==> src/rtl/fft_pkg.sv <==
// Shared FFT constants, occupancy encoding and the lane bit-reversal helper
// used by the frame serializer.
package fft_pkg;

    localparam int FFT_POINTS   = 16;
    localparam int SAMPLE_WIDTH = 32;
    localparam int IDX_WIDTH    = 4;

    typedef enum logic [1:0] {
        EMPTY = 2'd0,
        ONE   = 2'd1,
        FULL  = 2'd2
    } occ_t;

    function automatic logic [IDX_WIDTH-1:0] bitrev(input logic [IDX_WIDTH-1:0] v);
        logic [IDX_WIDTH-1:0] r;
        r = '0;
        for (int i = 0; i < IDX_WIDTH; i++) begin
            r[i] = v[IDX_WIDTH-1-i];
        end
        return r;
    endfunction

endpackage

==> src/rtl/fft_frame_serializer_slot.sv <==
// One frame slot: a FRAME_LEN x DATA_WIDTH register bank loaded whole on a
// write-enable, with a lane select mux on the read side.
module frame_slot #(
    parameter int FRAME_LEN  = 16,
    parameter int DATA_WIDTH = 32
) (
    input  logic                            clk,
    input  logic                            rst,
    input  logic                            we,
    input  logic [FRAME_LEN*DATA_WIDTH-1:0] din,
    input  logic [$clog2(FRAME_LEN)-1:0]    rd_lane,
    output logic [DATA_WIDTH-1:0]           rd_data
);

    logic [FRAME_LEN*DATA_WIDTH-1:0] bank_r;

    // Whole-frame load; contents are cleared by reset.
    always_ff @(posedge clk or posedge rst) begin
        if (rst) begin
            bank_r <= '0;
        end else if (we) begin
            bank_r <= din;
        end
    end

    assign rd_data = bank_r[rd_lane*DATA_WIDTH +: DATA_WIDTH];

endmodule

==> src/rtl/fft_frame_serializer.sv <==
// Ping-pong frame store that serializes a 16-lane frame one sample per cycle,
// optionally in bit-reversed lane order to undo radix-2 FFT scrambling.
module fft_frame_serializer
    import fft_pkg::*;
#(
    parameter int FRAME_LEN   = FFT_POINTS,
    parameter int DATA_WIDTH  = SAMPLE_WIDTH,
    parameter int BIT_REVERSE = 1
) (
    input  logic                            clk,
    input  logic                            rst,
    input  logic                            frame_valid,
    input  logic [FRAME_LEN*DATA_WIDTH-1:0] frame_in,
    input  logic                            out_ready,
    output logic                            out_valid,
    output logic [DATA_WIDTH-1:0]           out_data,
    output logic [$clog2(FRAME_LEN)-1:0]    out_index,
    output logic                            out_last,
    output logic                            frame_drop,
    output logic                            busy
);

    localparam int IW = $clog2(FRAME_LEN);
    localparam logic [IW-1:0] LAST_SEQ = IW'(FRAME_LEN - 1);

    occ_t                  state_r;
    occ_t                  state_next;
    logic                  wr_sel_r;
    logic                  rd_sel_r;
    logic                  drop_r;
    logic [IW-1:0]         seq_r;
    logic [IW-1:0]         rd_lane;
    logic                  xfer;
    logic                  last_xfer;
    logic                  accept;
    logic                  drop;
    logic [DATA_WIDTH-1:0] rd0;
    logic [DATA_WIDTH-1:0] rd1;

    assign out_valid  = (state_r != EMPTY);
    assign busy       = out_valid;
    assign out_index  = seq_r;
    assign out_last   = out_valid && (seq_r == LAST_SEQ);
    assign out_data   = rd_sel_r ? rd1 : rd0;
    assign frame_drop = drop_r;

    assign xfer      = out_valid && out_ready;
    assign last_xfer = xfer && (seq_r == LAST_SEQ);
    // A slot freed by this cycle's last beat is reusable immediately; when full,
    // wr_sel already equals rd_sel so the write lands in the slot being freed.
    assign accept    = frame_valid && ((state_r != FULL) || last_xfer);
    assign drop      = frame_valid && (state_r == FULL) && !last_xfer;

    // Lane selection: natural or bit-reversed order.
    always_comb begin
        rd_lane = seq_r;
        if (BIT_REVERSE != 0) begin
            rd_lane = IW'(bitrev(IDX_WIDTH'(seq_r)));
        end else begin
            rd_lane = seq_r;
        end
    end

    // Occupancy next-state from accept and last-beat transfer.
    always_comb begin
        state_next = state_r;
        case (state_r)
            EMPTY: begin
                if (accept) state_next = ONE;
                else        state_next = EMPTY;
            end
            ONE: begin
                if (accept && !last_xfer)      state_next = FULL;
                else if (!accept && last_xfer) state_next = EMPTY;
                else                           state_next = ONE;
            end
            FULL: begin
                if (last_xfer && !accept) state_next = ONE;
                else                      state_next = FULL;
            end
            default: state_next = EMPTY;
        endcase
    end

    // Occupancy, pointers, sequence counter and drop pulse.
    always_ff @(posedge clk or posedge rst) begin
        if (rst) begin
            state_r  <= EMPTY;
            wr_sel_r <= 1'b0;
            rd_sel_r <= 1'b0;
            seq_r    <= '0;
            drop_r   <= 1'b0;
        end else begin
            state_r <= state_next;
            drop_r  <= drop;
            if (accept) begin
                wr_sel_r <= ~wr_sel_r;
            end
            if (last_xfer) begin
                seq_r    <= '0;
                rd_sel_r <= ~rd_sel_r;
            end else if (xfer) begin
                seq_r <= seq_r + IW'(1);
            end
        end
    end

    frame_slot #(.FRAME_LEN(FRAME_LEN), .DATA_WIDTH(DATA_WIDTH)) u_slot0 (
        .clk     (clk),
        .rst     (rst),
        .we      (accept && !wr_sel_r),
        .din     (frame_in),
        .rd_lane (rd_lane),
        .rd_data (rd0)
    );

    frame_slot #(.FRAME_LEN(FRAME_LEN), .DATA_WIDTH(DATA_WIDTH)) u_slot1 (
        .clk     (clk),
        .rst     (rst),
        .we      (accept && wr_sel_r),
        .din     (frame_in),
        .rd_lane (rd_lane),
        .rd_data (rd1)
    );

endmodule

==> config.mk <==
export PLATFORM = sky130hd
export DESIGN_NAME = fft_frame_serializer
export DESIGN_NICKNAME = d
export VERILOG_FILES = /design/src/rtl/fft_pkg.sv /design/src/rtl/fft_frame_serializer_slot.sv /design/src/rtl/fft_frame_serializer.sv
export SDC_FILE = /design/constraint.sdc
export NUM_CORES = 2
export LEC_CHECK = 0
export ABC_CLOCK_PERIOD_IN_PS = 20400
export BUFFER_PORTS_ARGS = -buffer_cell sky130_fd_sc_hd__buf_2
export CAP_MARGIN = 10
export CORE_ASPECT_RATIO = 0.6
export CORE_MARGIN = 2
export CORE_UTILIZATION = 40
export CTS_BUF_LIST = sky130_fd_sc_hd__clkbuf_8
export DETAILED_ROUTE_END_ITERATION = 8
export GPL_ROUTABILITY_DRIVEN = 0
export GPL_TIMING_DRIVEN = 0
export PLACE_DENSITY_LB_ADDON = 0.12
export SKIP_LAST_GASP = 1
export SLEW_MARGIN = 0
export SYNTH_ARGS = -nofsm -noshare
export SYNTH_HDL_FRONTEND = slang
export SYNTH_HIERARCHICAL = 1
export SYNTH_SLANG_ARGS = --single-unit
export TNS_END_PERCENT = 30
==> constraint.sdc <==
create_clock -name clk -period 20.4 [get_ports clk]
set_clock_uncertainty 0.05 [all_clocks]
set_input_delay 4.08 -clock clk [delete_from_list [all_inputs] [get_ports clk]]
set_output_delay 4.08 -clock clk [all_outputs]
set_load 0.01 [all_outputs]
==> results.md <==
- Outcome: finished, final reports clean
- Fin nets: 4041
- Netlist cell types: 34
- Net switching power: 4220 uW
- Post-synthesis register bit count: 1033
- Hold Path Class: reg -> reg
- Sequential share of power: 0.353
- Antenna Nets Post-Route: 0
- Initial drt markers: 2873
- Core area: 0.114 sq mm
- Final instance area: 0.0545 sq mm
- Hold buffer count at CTS: 0
- Largest net degree at the start of global routing: 115
- CTS tree: done
- Post-synth net total: 3306
- Row cnt: 96
- Clock Path Buffers: 3
- Final WL: 187 mm
- Worst setup EP type: output pin
- Synth Instances: 2788
- CP max-delay cell: buf_1
- WP data required: 16270 ps
- Root Driver: clkbuf_8
- Share of cells above drive strength 1: 0.620
- DRC viols: 0
- CP startpoint kind: flop
- Pwr Density: 194 mW/mm^2
- Worst-path maximum fanout: 10
- Commonest non-fill, non-tap cell in the layout: mux2_2
- Overall Global Routing Usage: 0.318
- DR pass1 iterations: 5
- Peak VDD IR: 0.0000789 V
- RSZ-0062 raised after global routing: false
- Relative slew slack: 0.0697
- Yosys warns: 6
- Fin Setup TNS: 0 ps
- Wire length of the first global-routing pass: 257 mm
- Vias: 30624
- Hold slack: 451 ps
- Synthesized cell area: 0.0460 sq mm
- Setup violators final: 0
- Final HPWL DP: 139 mm
- Die X-Extent: 442 um
- Total setup buffers inserted after CTS: 0
- TritonCTS Buffers: 163
- DIE AREA: 0.118 sq mm
- CTS sink cnt: 1033
- MaxCap Viol Count: 0
- Clock-pin slew on the worst setup and hold paths: 70 ps
- DR vias/cell: 5.88
- I/O pin cnt: 556
- CP max stage delay: 1040 ps
- CP Data Arrival Time: 4540 ps
- Critical path cell sequence: buf_2 -> buf_1 -> mux4_2 -> a22oi_1 -> nand2_1 -> mux2_2 -> buf_2
- Leak pwr: 0.0234 uW
- Syn Area/Cell: 16.5 sq um
- Final hold vios: 0
- Area Growth Syn to Fin: 18.5%
- Logic pwr share: 0.472
- Remaining Overflow, GRT: 0
- Register area share after synthesis: 0.562
- Initial Util: 0.403
- Worst-Skew Late Latency: 870 ps
- Internal power: 6370 uW
- WS Path Type: reg -> out
- Worst Tran Pin Value: 1400 ps
- Post-DP Area: 0.0510 sq mm
- Slew Viols, Final: 0
- CTS resizes: 0
- Cell repeated most along the worst path: buf_2
- Period utilisation layout: 0.425
- Die Y: 267 um
- Sw Share: 0.398
- H-tree depth: 4
- IO buf count: 555
- Clock power share: 0.174
- Vias in the first global route: 33077
- Antenna violations before repair: 69
- Fmax: 115 MHz
- Period minus WS final: 8670 ps
- Mean routed wirelength per cell: 36.0 um
- Highest-count cells in the layout ignoring fill and taps: 1049 x mux2_2, 1033 x dfrtp_1, 666 x buf_2
==> cells in the mapped netlist <==
cell / count / area [sq um]
mux2_2: 1049 / 11800
dfrtp_1: 1033 / 25800
mux4_2: 256 / 5770
a22oi_1: 128 / 961
buf_2: 111 / 556
nand2_1: 66 / 248
clkbuf_1: 52 / 195
buf_1: 20 / 75.1
buf_4: 19 / 143
inv_1: 7 / 26.3
mux2_1: 7 / 78.8
nor2_1: 7 / 26.3
nor2b_1: 4 / 25.0
buf_6: 3 / 33.8
and2_1: 2 / 12.5
ha_1: 2 / 25.0
nand3_1: 2 / 10.0
nor2_2: 2 / 12.5
o22ai_1: 2 / 12.5
xor2_1: 2 / 17.5
a21o_1: 1 / 7.51
a21oi_1: 1 / 5.00
and4_4: 1 / 11.3
mux2_4: 1 / 15.0
mux2i_1: 1 / 10.0
nand2b_4: 1 / 13.8
nand4_1: 1 / 6.26
nor3b_1: 1 / 7.51
o211ai_1: 1 / 7.51
o21ai_1: 1 / 5.00
o21ai_2: 1 / 8.76
o21ai_4: 1 / 16.3
o31ai_1: 1 / 7.51
xnor2_1: 1 / 8.76
==> critical path: cells and delay by family (launching register included) <==
kind / cells / cell delay [ps]
buffers and inverters: 3 / 1600
multiplexers: 2 / 810
AO/OA/AOI/OAI: 1 / 590
flip-flops: 1 / 550
AND/OR/NAND/NOR: 1 / 100
==> cell families (layout without fill, tap and decap cells) <==
group,Yosys count,after routing,share of synthesized area
buf+inv,212,1074,0.0224
mux,1314,1314,0.384
fa+ha+maj,2,2,0.000544
compound gates,137,137,0.0224
xor+xnor,3,3,0.000571
flops,1033,1033,0.562
simple gates,87,87,0.00810
other cells,0,35,0
==> final timing paths <==
path	startpoint	depth (start not counted)	slack, ps	to
worst min-delay path	u_slot1/bank_r[157]	1	450	u_slot1/bank_r[157]
worst max-delay path	out_index[2]	7	11730	out_data[19]
worst min register to register	u_slot1/bank_r[157]	1	450	u_slot1/bank_r[157]
worst max register to register	out_index[0]	8	16280	u_slot1/bank_r[256]
max in group asynchronous	rst	3	15740	u_slot0/bank_r[242]
min in group asynchronous	rst	2	3240	frame_drop
==> layout make-up <==
| cell class | count | area (sq um) |
|---|---|---|
| inverters | 7 | 41.3 |
| multi-input cells | 1543 | 19100 |
| diodes | 35 | 87.6 |
| clock buffers | 220 | 3030 |
| fillers | 10009 | 59700 |
| clock inverters | 72 | 360 |
| well taps | 1519 | 1900 |
| repair buffers | 570 | 3140 |
| plain buffers | 205 | 1000 |
| flip-flops and latches | 1033 | 25800 |
==> routing by layer <==
metal,up-vias,share of wire,global-route usage
li1,12076,-,-
met3,365,0.096,0.100
met2,1553,0.43,0.453
met5,-,0.0012,0
met1,16598,0.43,0.444
met4,32,0.039,0.143
==> per-stage QoR <==
stage	worst slack [ps]	util	cells	total power, uW
after floorplan	1970	-	2788	6500
after global placement	-6590	0.444	4862	8480
after detailed placement	12740	0.447	4874	8650
after CTS	11700	0.476	5166	10500
after global routing	11660	0.477	5195	11000
final	11730	0.478	5204	10600
==> power by group through the flow <==
stage	clock, uW	sequential (uW)	combinational (uW)
3_5_place_dp	0	3740	4910
5_1_grt	1980	3840	5160
4_1_cts	1890	3710	4920
3_3_place_gp	0	3690	4790
6_report	1840	3740	5000
2_1_floorplan	0	3480	3010
==> flip-flops by register name (all words and copies together) (netlist names) <==
register        cells
frame_drop          1
out_index           4
rd_sel_r            1
state_r             2
u_slot0/bank_r    512
u_slot1/bank_r    512
wr_sel_r            1
Power figures use the tool's default switching activity.
